**config.mk**
```make
export PLATFORM = sky130hd
export DESIGN_NAME = unit_clause_scan_ctrl
export DESIGN_NICKNAME = d
export VERILOG_FILES = /design/src/rtl/unit_clause_scan_ctrl.sv
export SDC_FILE = /design/constraint.sdc
export NUM_CORES = 1
export LEC_CHECK = 0
export CORE_UTILIZATION = 56
export CTS_CLUSTER_SIZE = 16
export DETAILED_ROUTE_END_ITERATION = 7
export GPL_TIMING_DRIVEN = 0
export PLACE_DENSITY = 0.86
export SYNTH_ARGS = -nofsm -noshare
export SYNTH_HDL_FRONTEND = slang
export SYNTH_SLANG_ARGS = --single-unit
```
**constraint.sdc**
```tcl
create_clock -name clk -period 11.3 [get_ports clk]
set_input_delay 1.695 -clock clk [delete_from_list [all_inputs] [get_ports clk]]
set_output_delay 1.695 -clock clk [all_outputs]
set_load 0.01 [all_outputs]
```
**src/rtl/unit_clause_scan_ctrl.sv**
```systemverilog
// Clause-store scanner: reads one clause per request, classifies it as satisfied/unit/conflict,
// and reports the first unit literal or the first conflict to the DPLL controller.
module unit_clause_scan_ctrl #(
  parameter int unsigned WIDTH       = 9,
  parameter int unsigned NUM_CLAUSES = 256,
  parameter int unsigned IDX_W       = 8
) (
  input  logic                 clk,
  input  logic                 rst,
  input  logic                 i_start,
  output logic                 o_rd_en,
  output logic [IDX_W-1:0]     o_rd_addr,
  input  logic                 i_rd_valid,
  input  logic [2:0]           i_clause_in,
  input  logic                 i_clause_active_in,
  input  logic [3*WIDTH-1:0]   i_cnf_clause_packed,
  output logic                 o_busy,
  output logic                 o_done,
  output logic                 o_unit_found,
  output logic [WIDTH-2:0]     o_unit_literal,
  output logic                 o_unit_bool_val,
  output logic [IDX_W-1:0]     o_unit_clause_idx,
  output logic                 o_conflict,
  output logic [IDX_W-1:0]     o_conflict_idx,
  output logic [IDX_W:0]       o_active_count,
  output logic                 o_all_sat
);

  localparam int unsigned MAG_W = WIDTH - 1;
  localparam int unsigned CNT_W = IDX_W + 1;
  localparam logic [IDX_W-1:0] LAST_IDX = IDX_W'(NUM_CLAUSES - 1);

  localparam logic [1:0] S_IDLE  = 2'd0;
  localparam logic [1:0] S_ISSUE = 2'd1;
  localparam logic [1:0] S_WAIT  = 2'd2;
  localparam logic [1:0] S_FIN   = 2'd3;

  logic [1:0]       r_state,        w_nxt_state;
  logic [IDX_W-1:0] r_idx,          w_nxt_idx;
  logic             r_rd_en;
  logic             r_done;
  logic             r_busy,         w_nxt_busy;
  logic             r_unit_found,   w_nxt_unit_found;
  logic [MAG_W-1:0] r_unit_literal, w_nxt_unit_literal;
  logic             r_unit_bool,    w_nxt_unit_bool;
  logic [IDX_W-1:0] r_unit_idx,     w_nxt_unit_idx;
  logic             r_conflict,     w_nxt_conflict;
  logic [IDX_W-1:0] r_conflict_idx, w_nxt_conflict_idx;
  logic [CNT_W-1:0] r_active_count, w_nxt_active_count;
  logic             r_all_sat,      w_nxt_all_sat;
  logic             w_new_conflict;

  logic [2:0][WIDTH-1:0] w_lit;
  logic [2:0][MAG_W-1:0] w_mag;
  logic [2:0]            w_open;
  logic [1:0]            w_open_cnt;
  logic [MAG_W-1:0]      w_u_var;
  logic                  w_u_bool;

  // Slot decode: magnitude of -2^(WIDTH-1) truncates to zero, so it counts as an empty slot.
  always_comb begin
    w_open_cnt = 2'd0;
    w_u_var    = '0;
    w_u_bool   = 1'b0;
    for (int i = 0; i < 3; i++) begin
      w_lit[i]  = i_cnf_clause_packed[(i+1)*WIDTH-1 -: WIDTH];
      w_mag[i]  = w_lit[i][WIDTH-1] ? MAG_W'(~w_lit[i] + WIDTH'(1)) : w_lit[i][MAG_W-1:0];
      w_open[i] = i_clause_in[i] && (w_mag[i] != '0);
      w_open_cnt = w_open_cnt + 2'(w_open[i]);
      if (w_open[i]) begin
        w_u_var  = w_mag[i];
        w_u_bool = ~w_lit[i][WIDTH-1];
      end
    end
  end

  always_comb begin
    w_nxt_state        = r_state;
    w_nxt_idx          = r_idx;
    w_nxt_busy         = r_busy;
    w_nxt_unit_found   = r_unit_found;
    w_nxt_unit_literal = r_unit_literal;
    w_nxt_unit_bool    = r_unit_bool;
    w_nxt_unit_idx     = r_unit_idx;
    w_nxt_conflict     = r_conflict;
    w_nxt_conflict_idx = r_conflict_idx;
    w_nxt_active_count = r_active_count;
    w_nxt_all_sat      = r_all_sat;
    w_new_conflict     = 1'b0;
    case (r_state)
      S_IDLE: begin
        if (i_start) begin
          w_nxt_unit_found   = 1'b0;
          w_nxt_unit_literal = '0;
          w_nxt_unit_bool    = 1'b0;
          w_nxt_unit_idx     = '0;
          w_nxt_conflict     = 1'b0;
          w_nxt_conflict_idx = '0;
          w_nxt_active_count = '0;
          w_nxt_all_sat      = 1'b0;
          w_nxt_idx          = '0;
          w_nxt_busy         = 1'b1;
          w_nxt_state        = S_ISSUE;
        end
      end
      S_ISSUE: w_nxt_state = S_WAIT;
      S_WAIT: begin
        if (i_rd_valid) begin
          if (i_clause_active_in) begin
            w_nxt_active_count = r_active_count + CNT_W'(1);
            if (w_open_cnt == 2'd0) begin
              w_new_conflict = 1'b1;
            end else if (w_open_cnt == 2'd1) begin
              if (!r_unit_found) begin
                w_nxt_unit_found   = 1'b1;
                w_nxt_unit_literal = w_u_var;
                w_nxt_unit_bool    = w_u_bool;
                w_nxt_unit_idx     = r_idx;
              end else if ((w_u_var == r_unit_literal) && (w_u_bool != r_unit_bool)) begin
                w_new_conflict = 1'b1;
              end
            end
          end
          if (w_new_conflict) begin
            w_nxt_conflict     = 1'b1;
            w_nxt_conflict_idx = r_idx;
          end
          // A pass only ever reaches here conflict-free, so only this clause can raise it.
          if (w_new_conflict || (r_idx == LAST_IDX)) begin
            w_nxt_busy    = 1'b0;
            w_nxt_all_sat = (w_nxt_active_count == '0) && !w_new_conflict;
            w_nxt_state   = S_FIN;
          end else begin
            w_nxt_idx   = r_idx + IDX_W'(1);
            w_nxt_state = S_ISSUE;
          end
        end
      end
      S_FIN:   w_nxt_state = S_IDLE;
      default: w_nxt_state = S_IDLE;
    endcase
  end

  always_ff @(posedge clk) begin
    if (rst) begin
      r_state        <= S_IDLE;
      r_idx          <= '0;
      r_rd_en        <= 1'b0;
      r_done         <= 1'b0;
      r_busy         <= 1'b0;
      r_unit_found   <= 1'b0;
      r_unit_literal <= '0;
      r_unit_bool    <= 1'b0;
      r_unit_idx     <= '0;
      r_conflict     <= 1'b0;
      r_conflict_idx <= '0;
      r_active_count <= '0;
      r_all_sat      <= 1'b0;
    end else begin
      r_state        <= w_nxt_state;
      r_idx          <= w_nxt_idx;
      r_rd_en        <= (w_nxt_state == S_ISSUE);
      r_done         <= (w_nxt_state == S_FIN);
      r_busy         <= w_nxt_busy;
      r_unit_found   <= w_nxt_unit_found;
      r_unit_literal <= w_nxt_unit_literal;
      r_unit_bool    <= w_nxt_unit_bool;
      r_unit_idx     <= w_nxt_unit_idx;
      r_conflict     <= w_nxt_conflict;
      r_conflict_idx <= w_nxt_conflict_idx;
      r_active_count <= w_nxt_active_count;
      r_all_sat      <= w_nxt_all_sat;
    end
  end

  assign o_rd_en           = r_rd_en;
  assign o_rd_addr         = r_idx;
  assign o_busy            = r_busy;
  assign o_done            = r_done;
  assign o_unit_found      = r_unit_found;
  assign o_unit_literal    = r_unit_literal;
  assign o_unit_bool_val   = r_unit_bool;
  assign o_unit_clause_idx = r_unit_idx;
  assign o_conflict        = r_conflict;
  assign o_conflict_idx    = r_conflict_idx;
  assign o_active_count    = r_active_count;
  assign o_all_sat         = r_all_sat;

endmodule

```
==> results_dict.tcl <==
set metrics [dict create \
    slew_viol_final 0 \
    crit_path_start_kind "primary input" \
    worstPathCellList "clkdlybuf4s50_1 -> inv_1 -> ha_1 -> nor2_1 -> a41oi_1 -> a311o_2 -> o31ai_4 -> inv_2 -> buf_6 -> fa_1 -> nor2b_1 -> nand2_1 -> nor4_4 -> a311oi_1 -> o21ai_0 -> a21oi_1" \
    layout_commonest_cell "clkdlybuf4s50_1" \
    hpwl_um 8340 \
    rsz0062_at_grt "no" \
    synth_cell_types 83 \
    synth_nets 538 \
    diodes 0 \
    synth_compound_area_frac 0.262 \
    powerDensity_nw_per_um2 82.9 \
    crit_buf_inv 4 \
    nNetsFinal 622 \
    dieWidth_um 86.2 \
    drt_wl_total_um 11000 \
    wire_per_inst_um 16.3 \
    yosysWarningCount 0 \
    firstDrtPassIters 5 \
    crit_fanout 10 \
    critPathArrivalTime_ns 6.17 \
    ctsRootBufferMaster "clkbuf_8" \
    final.setup_skew_ns 0.00830 \
    initial_core_util 0.581 \
    maxCapViolations 0 \
    pin_count 83 \
    critPathRequiredTime_ns 11.55 \
    leakagePower_nw 1.68 \
    crit_slowest_cell "a311oi_1" \
    rrSetupSlack_ns 8.07 \
    synthAdderAreaFrac 0.0208 \
    fill_cells 584 \
    r2r_start "o_unit_literal[1]" \
    setup_viol 0 \
    critPathKind "primary input to flip-flop" \
    gp_congestion 0.954 \
    drtAntennaViolNets 0 \
    drive_gt1_frac 0.0981 \
    worst_pin_slew_ns 1.16 \
    multiInputGateArea_um2 2640 \
    max_slew_margin 0.220 \
    ys.flop_type "dfxtp_1" \
    critical_path_cell_count 16 \
    netlist_area_um2 3970 \
    clkLatencyLatePin_ns 0.31 \
    yosysTopAreaCell "dfxtp_1" \
    die_area_um2 7420 \
    final_cell_count_no_fill 677 \
    cts-htree-levels 2 \
    total_power_uw 409 \
    drt_iter0_markers 323 \
    cp-end-kind "flip-flop" \
    synth_seq_area_share 0.252 \
    fin_setup_tns_ns 0 \
    synthArstFlopShare 0 \
    synthXorXnorAreaFrac 0.0574 \
    synth_edf_count 0 \
    core_um2 6830 \
    crit_end "o_conflict_idx[1]" \
    hp-class "flip-flop to flip-flop" \
    cts_buffers 5 \
    path_delay_family "compound AO/OA/AOI/OAI gates" \
    hold_viol 0 \
    syn_avg_cell_area_um2 7.98 \
    seq_area_um2 1000 \
    drc 0 \
    grt_max_degree 16 \
    cts_resized 0 \
    cts_buffer_depth 2 \
    place.port_buffers 77 \
    min_period_ns 5.93 \
    synth_cells 497 \
    rr_worst_depth 10 \
    ir_drop_v 0.0000483 \
    grt_antenna_before_repair 0 \
    num_vias 4195 \
    synth_simple_gate_area_frac 0.286 \
    drt-vias-per-instance 6.20 \
    status "completed" \
    fin_crit_sh 0.525 \
    synth_seq_cells 50 \
    cts_tree "built" \
    rows 30 \
    synthTopCellsByArea "dfxtp_1, nand2_1, a21oi_1" \
    dp.cells 670 \
    grt_pass1_wl_um 17700 \
    muxShareOfSynthArea 0.0379 \
    synthDominantCellAreaShare 0.252 \
    grt_usage 0.293 \
    max_freq_ghz 0.169 \
    grt-ovfl-total 0 \
    r2r_end "o_conflict_idx[1]" \
    post-cts-setup-buffer-count 0 \
    die_y_um 86.2 \
    mostFrequentLayoutCells "clkdlybuf4s50_1, dfxtp_1, nand2_1" \
    cpPeakStageDelay_ns 0.91 \
    path_clk_slew_ns 0.10 \
    synth_top_family_by_area "simple AND/OR/NAND/NOR gates" \
    clock_sinks 50 \
    crit_start "i_cnf_clause_packed[18]" \
    grt_pass1_vias 3754 \
    hold_buffers 0 \
    syn2layout_area_growth_pct 24.5 \
]
## cell usage after synthesis (4+ instances only)
library cell and instances:
nand3_1 22, clkbuf_8 8, nand4_1 14, nor3b_1 5, a22oi_1 6, or2_2 8
nor3_1 16, mux2i_1 8, mux2_2 5, or4_1 8, nand2b_1 11, nor2b_1 7
o21a_1 4, a41oi_1 4, xor2_1 13, or3_1 7, o311ai_0 4, xnor2_1 10
buf_6 5, o211ai_1 6, nand2_1 46, clkbuf_1 12, a21oi_1 34, o2111ai_1 5
nor4_1 7, inv_1 17, dfxtp_1 50, and2_1 4, nor2_1 34, o21ai_0 32
ha_1 5, o31ai_1 12
## cell families after synthesis
family | count (synthesis)
simple gates | 209
compound gates | 145
flops | 50
buf+inv | 49
xor+xnor | 24
mux | 14
fa+ha+maj | 6
## power by group
part | internal (mW) | switching [mW]
combinational | 0.0518 | 0.0697
sequential | 0.179 | 0.00304
clock | 0.0430 | 0.0631
total | 0.274 | 0.136
## final cells by class
cell class	count	area share
inverters	18	0.0137
clock buffers	5	0.0139
multi-input cells	398	0.534
well taps	96	0.0243
flip-flops and latches	50	0.203
plain buffers	31	0.0529
repair buffers	77	0.156
clock inverters	2	0.00279
## stage by stage
step	hold slack, ns	utilization	worst slack (ns)	area (um^2)
6_report	0.453	0.723	5.37	4940
5_1_grt	0.485	0.723	5.01	4940
4_1_cts	0.460	0.723	5.42	4940
3_5_place_dp	0.446	0.711	5.10	4860
3_3_place_gp	0.437	0.711	5.25	4860
2_1_floorplan	0.473	-	6.27	3970
## routing by layer
| metal | part of all wire | wire length (um) | global-route usage |
|---|---|---|---|
| met1 | 0.44 | 4870 | 0.380 |
| met5 | 0 | 0 | 0 |
| met2 | 0.48 | 5350 | 0.515 |
| met3 | 0.064 | 712 | 0.0433 |
| met4 | 0.010 | 114 | 0.0591 |
## tightest hold or removal path, cell delays in order (launching register included)
cell     delay [ns]
dfxtp_1        0.32
nand2_1        0.05
a21oi_1        0.05
## registers in the layout, indices dropped and copies added (netlist names), 2 cells and up
register / flops
o_active_count: 9
o_unit_literal: 8
o_rd_addr: 8
r_state: 2
o_unit_clause_idx: 8
o_conflict_idx: 8
## worst min path at each step
stage	from	end	slack (ns)	cells after the start
after CTS	o_unit_clause_idx[7]	o_unit_clause_idx[7]	0.46	2
after global routing	o_conflict	o_conflict	0.48	1
after floorplan	o_unit_clause_idx[1]	o_unit_clause_idx[1]	0.47	2
final	o_unit_clause_idx[7]	o_unit_clause_idx[7]	0.45	2
after global placement	o_unit_clause_idx[2]	o_unit_clause_idx[2]	0.44	2
after detailed placement	o_unit_clause_idx[7]	o_unit_clause_idx[7]	0.45	2
Note: power is estimated with default switching activity, not from simulation.
